<file path="src/rtl/regfile_seq_ctrl_pkg.sv">
// Shared encodings for the register-file/ALU sequencing controller.
// Holds the FSM state encodings, command op codes and ALU op codes used by
// the controller top and its testbench-facing interface.
package regfile_seq_ctrl_pkg;

  // 3-bit state encoding; values 6 and 7 are illegal and recover to WAIT.
  typedef enum logic [2:0] {
    S_WAIT   = 3'd0,
    S_GET_A  = 3'd1,
    S_GET_B  = 3'd2,
    S_ALU    = 3'd3,
    S_WB_C   = 3'd4,
    S_WB_IMM = 3'd5
  } state_e;

  // Command op codes as presented on the op input.
  typedef enum logic [1:0] {
    OP_MOVI = 2'b00,
    OP_MOV  = 2'b01,
    OP_ADD  = 2'b10,
    OP_CMP  = 2'b11
  } op_e;

  // ALU operation codes driven on aluop.
  localparam logic [1:0] ALU_ADD = 2'b00;
  localparam logic [1:0] ALU_SUB = 2'b01;

endpackage

</file>
<file path="src/rtl/regfile_seq_ctrl_state_reg.sv">
// Purpose: plain N-bit D register with synchronous active-high clear.
// Ports: i_clk clock, i_reset sync clear to 0, i_d next value, o_q current value.
// Latency: one clock; no enable (callers feed back o_q to hold).
module state_reg #(
  parameter int N = 1
) (
  input  logic         i_clk,
  input  logic         i_reset,
  input  logic [N-1:0] i_d,
  output logic [N-1:0] o_q
);

  logic [N-1:0] r_q;

  always_ff @(posedge i_clk) begin
    if (i_reset) begin
      r_q <= '0;
    end else begin
      r_q <= i_d;
    end
  end

  assign o_q = r_q;

endmodule

</file>
<file path="src/rtl/regfile_seq_ctrl.sv">
// Purpose: multi-cycle Moore controller sequencing the regfile/A/B/C/status
//   datapath for MOVI, MOV, ADD and CMP, one micro-step per clock.
// Ports: i_clk/i_reset (sync, active-high), command in (i_start, i_op, i_rd,
//   i_rn, i_rm, i_shift_in), o_done ready flag, regfile index/write controls,
//   A/B/C/status load strobes, mux selects, o_aluop and o_shift.
// Latency start->done: MOVI 2, MOV 4, ADD 5, CMP 4 cycles; start ignored while busy.
module regfile_seq_ctrl
  import regfile_seq_ctrl_pkg::*;
#(
  parameter int RBITS = 3
) (
  input  logic             i_clk,
  input  logic             i_reset,
  input  logic             i_start,
  input  logic [1:0]       i_op,
  input  logic [RBITS-1:0] i_rd,
  input  logic [RBITS-1:0] i_rn,
  input  logic [RBITS-1:0] i_rm,
  input  logic [1:0]       i_shift_in,
  output logic             o_done,
  output logic [RBITS-1:0] o_readnum,
  output logic [RBITS-1:0] o_writenum,
  output logic             o_write,
  output logic             o_vsel,
  output logic             o_loada,
  output logic             o_loadb,
  output logic             o_asel,
  output logic             o_bsel,
  output logic             o_loadc,
  output logic             o_loads,
  output logic [1:0]       o_aluop,
  output logic [1:0]       o_shift
);

  // Latched command layout: {op, rd, rn, rm, shift}.
  localparam int FW = 2 + 3 * RBITS + 2;

  logic [2:0]    w_state_q;
  logic [2:0]    w_state_d;
  state_e        w_state;
  logic [FW-1:0] w_fields_q;
  logic [FW-1:0] w_fields_d;
  logic          w_accept;

  op_e             w_op;
  logic [RBITS-1:0] w_rd;
  logic [RBITS-1:0] w_rn;
  logic [RBITS-1:0] w_rm;
  logic [1:0]       w_sh;

  state_reg #(.N(3)) u_state_reg (
    .i_clk   (i_clk),
    .i_reset (i_reset),
    .i_d     (w_state_d),
    .o_q     (w_state_q)
  );

  state_reg #(.N(FW)) u_fields_reg (
    .i_clk   (i_clk),
    .i_reset (i_reset),
    .i_d     (w_fields_d),
    .o_q     (w_fields_q)
  );

  assign w_state  = state_e'(w_state_q);
  assign w_accept = (w_state == S_WAIT) && i_start;

  // Fields only change on the accepting edge so later input wiggles are ignored.
  assign w_fields_d = w_accept ? {i_op, i_rd, i_rn, i_rm, i_shift_in} : w_fields_q;

  assign w_op = op_e'(w_fields_q[3*RBITS+3 : 3*RBITS+2]);
  assign w_rd = w_fields_q[3*RBITS+1 : 2*RBITS+2];
  assign w_rn = w_fields_q[2*RBITS+1 : RBITS+2];
  assign w_rm = w_fields_q[RBITS+1 : 2];
  assign w_sh = w_fields_q[1:0];

  // Next-state and Moore outputs; outputs depend only on state and latched fields.
  always_comb begin
    w_state_d  = S_WAIT;
    o_done     = 1'b0;
    o_readnum  = '0;
    o_writenum = '0;
    o_write    = 1'b0;
    o_vsel     = 1'b0;
    o_loada    = 1'b0;
    o_loadb    = 1'b0;
    o_asel     = 1'b0;
    o_bsel     = 1'b0;
    o_loadc    = 1'b0;
    o_loads    = 1'b0;
    o_aluop    = ALU_ADD;
    o_shift    = 2'b00;

    case (w_state)
      S_WAIT: begin
        o_done = 1'b1;
        if (i_start) begin
          // Branch on the live op: it is the value being latched this edge.
          case (op_e'(i_op))
            OP_MOVI: w_state_d = S_WB_IMM;
            OP_MOV:  w_state_d = S_GET_B;
            default: w_state_d = S_GET_A;
          endcase
        end else begin
          w_state_d = S_WAIT;
        end
      end
      S_GET_A: begin
        o_readnum = w_rn;
        o_loada   = 1'b1;
        w_state_d = S_GET_B;
      end
      S_GET_B: begin
        o_readnum = w_rm;
        o_loadb   = 1'b1;
        o_shift   = w_sh;
        w_state_d = S_ALU;
      end
      S_ALU: begin
        o_shift = w_sh;
        case (w_op)
          OP_MOV: begin
            // A forced to zero so C = 0 + shifted B.
            o_asel    = 1'b1;
            o_loadc   = 1'b1;
            w_state_d = S_WB_C;
          end
          OP_CMP: begin
            // Only status is updated; no writeback follows.
            o_aluop   = ALU_SUB;
            o_loads   = 1'b1;
            w_state_d = S_WAIT;
          end
          default: begin
            o_loadc   = 1'b1;
            w_state_d = S_WB_C;
          end
        endcase
      end
      S_WB_C: begin
        o_writenum = w_rd;
        o_write    = 1'b1;
        w_state_d  = S_WAIT;
      end
      S_WB_IMM: begin
        o_writenum = w_rd;
        o_vsel     = 1'b1;
        o_write    = 1'b1;
        w_state_d  = S_WAIT;
      end
      default: begin
        w_state_d = S_WAIT;
      end
    endcase
  end

endmodule
</file>
<file path="config.mk">
export PLATFORM = sky130hd
export DESIGN_NAME = regfile_seq_ctrl
export DESIGN_NICKNAME = d
export VERILOG_FILES = /design/src/rtl/regfile_seq_ctrl_pkg.sv /design/src/rtl/regfile_seq_ctrl_state_reg.sv /design/src/rtl/regfile_seq_ctrl.sv
export SDC_FILE = /design/constraint.sdc
export NUM_CORES = 1
export LEC_CHECK = 0
export ABC_AREA = 1
export CAP_MARGIN = 15
export CORE_UTILIZATION = 30
export CTS_BUF_LIST = sky130_fd_sc_hd__clkbuf_4 sky130_fd_sc_hd__clkbuf_8 sky130_fd_sc_hd__clkbuf_16
export CTS_CLUSTER_SIZE = 10
export DETAILED_ROUTE_END_ITERATION = 7
export PLACE_DENSITY_LB_ADDON = 0.08
export SKIP_CTS_REPAIR_TIMING = 1
export SLEW_MARGIN = 20
export SYNTH_ARGS = -nofsm -noshare
export SYNTH_HDL_FRONTEND = slang
export SYNTH_SLANG_ARGS = --single-unit
</file>
<file path="constraint.sdc">
create_clock -name i_clk -period 1.1 [get_ports i_clk]
set_clock_uncertainty 0.2 [all_clocks]
set_input_delay 0.165 -clock i_clk [delete_from_list [all_inputs] [get_ports i_clk]]
set_output_delay 0.165 -clock i_clk [all_outputs]
set_load 0.02 [all_outputs]
</file>
==> results.json, run 1 <==
{
  "syn_area_um2": 833,
  "cts_tree": "built",
  "required_ns": 0.73,
  "finalWorstSetupSlack_ns": -0.481,
  "synth_top_cell_by_area": "dfxtp_1",
  "violations": "negative setup slack",
  "seq_area_um2": 332,
  "grt_use_met2": 0.253,
  "gr-total-overflow": 0,
  "cts_buffer_depth": 2,
  "cts_buffers": 3,
  "syn_inst": 133,
  "num_vias": 915,
  "rows": 18,
  "ant_nets": 0,
  "period_share": 1.44,
  "dieWidth_um": 54.7,
  "syn_to_final_growth_pct": 83.5,
  "gp_congestion": 0.777,
  "setup.worst_path.start_class": "register",
  "ys_dominant_reg_cell": "dfxtp_1",
  "irDropWorstVdd_uv": 821,
  "synth_top_area_frac": 0.384,
  "fmax_mhz": 633,
  "grt_util_met1": 0.191,
  "end_kind": "primary output",
  "p_leak_nw": 0.724,
  "drtIter0Drc": 9,
  "gr-max-usage-layer": "met2",
  "p_total_w": 0.00181,
  "track_usage": 0.156,
  "cp_slowest_cell": "dfxtp_4",
  "slew_violations": 0,
  "clk_pin_slew_worst_paths_ns": 0.09,
  "grt_max_degree": 27,
  "cts_sinks": 16,
  "num_antenna_cells": 0,
  "layout.nets": 201,
  "numPlacedInstances": 209,
  "min_path_type": "input port to register",
  "drc_errors": 0,
  "finalSetupViolCount": 32,
  "rsz0062_at_grt": "yes",
  "multiInputGateArea_um2": 528,
  "syn_area_per_cell_um2": 6.27,
  "cp_cell_sequence": "inv_6, nand2_4, nor2_4, inv_4, o22ai_4, buf_6",
  "cp_num_buf_inv": 3,
  "die_h_um": 54.7,
  "critical_path_class": "register to primary output",
  "io_buffers": 32,
  "use_met3": 0.0361,
  "fin_crit_ns": 1.58,
  "stdcell_count": 214,
  "yosys-top-cells-area": "dfxtp_1 (38%), nor2_1 (19%), nand2_1 (15%), inv_1 (9.9%), buf_4 (2.7%)",
  "wl_per_cell_um": 9.85,
  "antenna_found_initial": 0,
  "outcome": "finished, violations left",
  "io_pins": 35,
  "grt_pass1_vias": 790,
  "htree_levels": 1,
  "cp.arrival_ns": 1.22,
  "start_util": 0.327,
  "synthTopCellsByCount": "nor2_1 (43), nand2_1 (34), inv_1 (22), dfxtp_1 (16)",
  "whs_ns": 0.257,
  "hpwl_um": 1530,
  "synth_warnings": 0,
  "cts-root-buf": "clkbuf_4",
  "place_ws_ns": -0.670,
  "drv_cap": 0,
  "vias_per_cell": 4.28,
  "clk_latency_ns": 0.28,
  "cp_max_fo": 4,
  "dieArea_um2": 2990,
  "wl_um": 2110,
  "first_pass_iters": 5,
  "synth-edff-count": 0,
  "ys_seq_elements": 16,
  "synth_async_sr_flop_share": 0,
  "slowest_delay_ns": 0.38,
  "synth_most_common_cell": "nor2_1",
  "finalHoldViolations": 0,
  "synth_cell_types": 15,
  "layout-drive-gt1-share": 0.364,
  "cpLargestDelayFamily": "flip-flops",
  "fillers": 231,
  "grt_first_pass_wirelength_um": 3320,
  "core-area_um2": 2540,
  "cellPowerDensity_nw_per_um2": 1190,
  "ys_seq_area_frac": 0.384
}
[sequential cells by signal (all words and copies together), names as in the netlist]
name / count
u_state_reg.o_q: 3
u_fields_reg.o_q: 13
[final cells by class]
type | instances | share of cell area
clock buffers | 4 | 0.0196
inverters | 22 | 0.0622
multi-input cells | 90 | 0.345
flip-flops and latches | 16 | 0.217
well taps | 30 | 0.0245
repair buffers | 52 | 0.331
[report_power, final]
group          leakage [nW]  total [W]  switching [W]  internal, W
Clock                0.0184   0.000345       0.000180     0.000165
Combinational         0.571   0.000762       0.000399     0.000363
Sequential            0.134   0.000706      0.0000517     0.000654
[kinds of logic (layout without fill, tap and decap cells)]
group | Yosys count | in the layout | share of synthesized area
AO/OA/AOI/OAI | 4 | 4 | 0.0285
buffers and inverters | 28 | 78 | 0.170
flip-flops | 16 | 16 | 0.384
other | 1 | 2 | 0.00450
AND/OR/NAND/NOR | 84 | 84 | 0.413
[layout by cell type, fill, tap and decap left out]
master and instances:
inv_4 3, o22ai_4 3, nand2_1 32, clkbuf_16 1
nand3_4 2, buf_12 1, dfxtp_4 3, nand2_4 2
a21oi_1 1, nor3_4 1, inv_6 1, buf_4 22
nand3_1 2, conb_1 2, nor2_4 11, inv_1 18
nor2_1 34, buf_6 13, clkbuf_4 4, clkdlybuf4s50_1 15
dfxtp_1 13
[tightest hold or removal path, delay by kind of cell]
kind / cells / cell delay, ns
buffers and inverters: 1 / 0.39
AND/OR/NAND/NOR: 2 / 0.15
[per-layer routing]
metal | share of wire | vias up | wire length, um
met5 | 0 | - | 0
met4 | 0.0076 | 0 | 16
met3 | 0.046 | 2 | 97
met2 | 0.52 | 20 | 1090
met1 | 0.43 | 403 | 900
li1 | - | 490 | -
[final timing paths]
kind	start	endpoint	slack [ns]	cells past startpoint
worst max-delay path	u_state_reg.o_q[2]$_SDFF_PP0_	o_readnum[1]	-0.48	6
worst max register to register	u_state_reg.o_q[0]$_SDFF_PP0_	u_fields_reg.o_q[10]$_SDFFE_PP0P_	-0.28	6
worst min register to register	u_fields_reg.o_q[7]$_SDFFE_PP0P_	u_fields_reg.o_q[7]$_SDFFE_PP0P_	0.39	4
worst min-delay path	i_shift_in[0]	u_fields_reg.o_q[0]$_SDFFE_PP0P_	0.26	3
[stage by stage]
step	setup TNS, ns	instance area [um2]	utilization
finish	-11.08	1530	0.601
detailed placement	-14.94	1440	0.564
global placement	-14.70	1440	0.564
global route	-13.72	1530	0.601
floorplan	-3.48	981	-
CTS	-20.45	1470	0.576
No activity file was read; power rests on OpenSTA's default activity.
==> inputs of run 2 (changes only) <==
- SLEW_MARGIN: 20 -> default
- TNS_END_PERCENT: default -> 30
==> results.json, run 2 (synthesis results as in run 1) <==
{
  "slowest_delay_ns": 0.38,
  "layout.cells.most_common": "nor2_1",
  "cpLargestDelayFamily": "flip-flops",
  "vias_per_cell": 4.23,
  "cts-root-buf": "clkbuf_4",
  "rsz0062_at_grt": "yes",
  "grt_first_pass_wirelength_um": 3310,
  "drv_cap": 0,
  "slew_violations": 0,
  "utilization": 0.592,
  "syn_to_final_growth_pct": 80.9,
  "grt_max_degree": 27,
  "regToRegStartpoint": "u_state_reg.o_q[0]$_SDFF_PP0_",
  "stdcell_count": 213,
  "largest_reg_flops": 13,
  "seq_area_um2": 332,
  "finalHoldViolations": 0,
  "wl_per_cell_um": 9.48,
  "finalWorstSetupSlack_ns": -0.496,
  "cp_num_buf_inv": 3,
  "dieWidth_um": 54.7,
  "crit-reg2reg-capture": "u_fields_reg.o_q[0]$_SDFFE_PP0P_",
  "hpwl_um": 1600,
  "cts_tree": "built",
  "p_leak_nw": 0.715,
  "fillers": 247,
  "cp_slowest_cell": "dfxtp_4",
  "cp_max_fo": 4,
  "dieArea_um2": 2990,
  "clk_latency_ns": 0.28,
  "crit_path_start": "u_state_reg.o_q[2]$_SDFF_PP0_",
  "cts_sinks": 16,
  "end_kind": "primary output",
  "outcome": "finished, violations left",
  "hold_depth": 3,
  "irDropWorstVdd_uv": 974,
  "drtIter0Drc": 5,
  "ant_nets": 0,
  "grt_pass1_vias": 834,
  "die_h_um": 54.7,
  "worstHoldEndpoint": "u_fields_reg.o_q[9]$_SDFFE_PP0P_",
  "antenna_found_initial": 0,
  "fmax_mhz": 626,
  "cp.arrival_ns": 1.23,
  "layout-drive-gt1-share": 0.388,
  "cts_buffers": 3,
  "gp_congestion": 0.734,
  "cp_cell_sequence": "inv_6, nand2_4, nor2_4, inv_4, o22ai_4, buf_6",
  "most-common-layout-cells": "nor2_1 (33), nand2_1 (29), buf_4 (24)",
  "min_from": "i_rd[1]",
  "finalSetupViolCount": 32,
  "setup.worst_path.start_class": "register",
  "critical_path_class": "register to primary output",
  "whs_ns": 0.248,
  "htree_levels": 1,
  "core-area_um2": 2540,
  "clk_pin_slew_worst_paths_ns": 0.09,
  "io_pins": 35,
  "layout.nets": 200,
  "drc_errors": 0,
  "multiInputGateArea_um2": 533,
  "num_vias": 900,
  "min_path_type": "input port to register",
  "cellPowerDensity_nw_per_um2": 1220,
  "required_ns": 0.73,
  "p_total_w": 0.00184,
  "rows": 18,
  "rr_worst_depth": 7,
  "cts_buffer_depth": 2,
  "num_antenna_cells": 0,
  "numPlacedInstances": 209,
  "io_buffers": 32,
  "wl_um": 2020,
  "violations": "negative setup slack",
  "fin_crit_ns": 1.60,
  "start_util": 0.327,
  "gr-total-overflow": 0,
  "place_ws_ns": -0.680,
  "first_pass_iters": 3,
  "r2r_slack_ns": -0.23,
  "period_share": 1.45,
  "track_usage": 0.154
}
## run 2: how the worst max path moves through the flow
stage                     cells past startpoint       endpoint
after floorplan                               5   o_readnum[0]
after global placement                        6   o_readnum[0]
after detailed placement                      6   o_readnum[0]
after CTS                                     6   o_readnum[0]
after global routing                          5  o_writenum[2]
final                                         6   o_readnum[2]
## run 2: layer usage
| layer | global-route usage | vias up | share of wire |
|---|---|---|---|
| li1 | - | 483 | - |
| met1 | 0.178 | 393 | 0.43 |
| met2 | 0.283 | 20 | 0.52 |
| met3 | 0.0167 | 4 | 0.038 |
| met4 | 0.0641 | 0 | 0.013 |
| met5 | 0 | - | 0 |
## run 2: layout make-up
| class | instances | share of cell area |
|---|---|---|
| multi-input cells | 90 | 0.354 |
| clock buffers | 4 | 0.0241 |
| inverters | 22 | 0.0631 |
| repair buffers | 51 | 0.315 |
| flip-flops and latches | 16 | 0.220 |
| well taps | 30 | 0.0249 |
## run 2: stage by stage
step | cell area, um2 | setup TNS (ns)
after floorplan | 968 | -3.20
after global placement | 1420 | -14.80
after detailed placement | 1420 | -15.28
after CTS | 1460 | -20.50
after global routing | 1510 | -12.85
final | 1510 | -10.67
## run 2: tightest hold or removal path: cells and delay by family
kind | cells | cell delay [ns]
buffers and inverters | 1 | 0.39
AND/OR/NAND/NOR | 2 | 0.15
## run 2: report_power, final
part           switching, W  internal (W)
registers         0.0000541      0.000655
clock network      0.000185      0.000201
logic              0.000390      0.000355
total              0.000629       0.00121
==> inputs of run 3 (changes only) <==
- CORE_UTILIZATION: 30 -> 37
- GPL_ROUTABILITY_DRIVEN: default -> 0
==> results.json, run 3 (synthesis results as in run 1) <==
{
  "layout.cells.most_common": "nor2_1",
  "clk_pin_slew_worst_paths_ns": 0.10,
  "grt_first_pass_wirelength_um": 3370,
  "cp_cell_sequence": "nor2_4, nand2_4, o22ai_4, buf_6",
  "cts-root-buf": "clkbuf_4",
  "fin_crit_ns": 1.58,
  "rr_worst_depth": 7,
  "drc_errors": 0,
  "clk_latency_ns": 0.28,
  "cts_buffers": 3,
  "slew_violations": 0,
  "grt_max_degree": 27,
  "slowest_delay_ns": 0.38,
  "fillers": 188,
  "gr-total-overflow": 0,
  "io_pins": 35,
  "cts_sinks": 16,
  "htree_levels": 1,
  "syn_to_final_growth_pct": 71.9,
  "num_vias": 894,
  "tns_ns": -11.17,
  "drv_cap": 0,
  "irDropWorstVdd_uv": 955,
  "cp_slowest_cell": "dfxtp_4",
  "first_pass_iters": 4,
  "vias_per_cell": 4.34,
  "required_ns": 0.73,
  "multiInputGateArea_um2": 523,
  "cp_max_fo": 4,
  "ant_nets": 0,
  "track_usage": 0.179,
  "rsz0062_at_grt": "yes",
  "r2r_slack_ns": -0.27,
  "setup.worst_path.start_class": "register",
  "dieArea_um2": 2450,
  "finalSetupViolCount": 32,
  "finalWorstSetupSlack_ns": -0.480,
  "cts_tree": "built",
  "end_kind": "primary output",
  "period_share": 1.44,
  "largest_reg_flops": 13,
  "dieWidth_um": 49.5,
  "p_leak_nw": 0.692,
  "wl_per_cell_um": 9.55,
  "hold_depth": 3,
  "wl_um": 1970,
  "drtIter0Drc": 12,
  "whs_ns": 0.248,
  "start_util": 0.408,
  "seq_area_um2": 332,
  "layout.nets": 196,
  "antenna_found_initial": 0,
  "cp.arrival_ns": 1.21,
  "most-common-layout-cells": "nor2_1 (32), nand2_1 (29), buf_4 (21)",
  "cellPowerDensity_nw_per_um2": 1260,
  "min_path_type": "input port to register",
  "cts_buffer_depth": 2,
  "grt_pass1_vias": 808,
  "num_antenna_cells": 0,
  "finalHoldViolations": 0,
  "fmax_mhz": 633,
  "core-area_um2": 2040,
  "outcome": "finished, violations left",
  "io_buffers": 32,
  "violations": "negative setup slack",
  "critical_path_class": "register to primary output",
  "die_h_um": 49.5,
  "layout-drive-gt1-share": 0.374,
  "hpwl_um": 1560,
  "rows": 16
}
[run 3: cell types whose count changed in the layout (fill, tap and decap cells not counted), sizes merged]
cell and delta:
buf -7, clkbuf +3
[run 3: cell type report]
| class | count | area share |
|---|---|---|
| timing repair buffer | 47 | 0.290 |
| tap | 27 | 0.0236 |
| multi-input combinational | 90 | 0.365 |
| inverter | 22 | 0.0646 |
| sequential | 16 | 0.231 |
| clock buffer | 4 | 0.0253 |
[run 3: worst paths after layout]
check | startpoint | to
worst max-delay path | u_state_reg.o_q[2]$_SDFF_PP0_ | o_readnum[2]
worst min-delay path | i_rm[1] | u_fields_reg.o_q[3]$_SDFFE_PP0P_
worst max register to register | u_state_reg.o_q[2]$_SDFF_PP0_ | u_state_reg.o_q[2]$_SDFF_PP0_
worst min register to register | u_fields_reg.o_q[12]$_SDFFE_PP0P_ | u_fields_reg.o_q[12]$_SDFFE_PP0P_
[run 3: critical path, delay by kind of cell (launching register included)]
family / cells / cell delay (ns)
simple gates: 2 / 0.25
flops: 1 / 0.38
compound gates: 1 / 0.16
buf+inv: 1 / 0.14
[run 3: through the flow]
stage	total power (W)	worst slack, ns	util	cell area (um2)	instances
4_1_cts	0.00179	-1.01	0.698	1430	206
6_report	0.00181	-0.480	0.702	1430	206
3_5_place_dp	0.00139	-0.670	0.680	1390	202
3_3_place_gp	0.00137	-0.648	0.680	1390	202
2_1_floorplan	0.00114	-0.214	-	968	134
5_1_grt	0.00194	-0.560	0.702	1430	206
[run 3: layer usage]
metal / routed length [um] / global-route usage
met5: 0 / 0
met3: 89 / 0.0185
met4: 14 / 0.0857
met1: 825 / 0.218
met2: 1040 / 0.313
[run 3: where the power goes]
| part | internal [W] | switching [W] |
|---|---|---|
| clock network | 0.000201 | 0.000195 |
| logic | 0.000321 | 0.000387 |
| registers | 0.000654 | 0.0000470 |
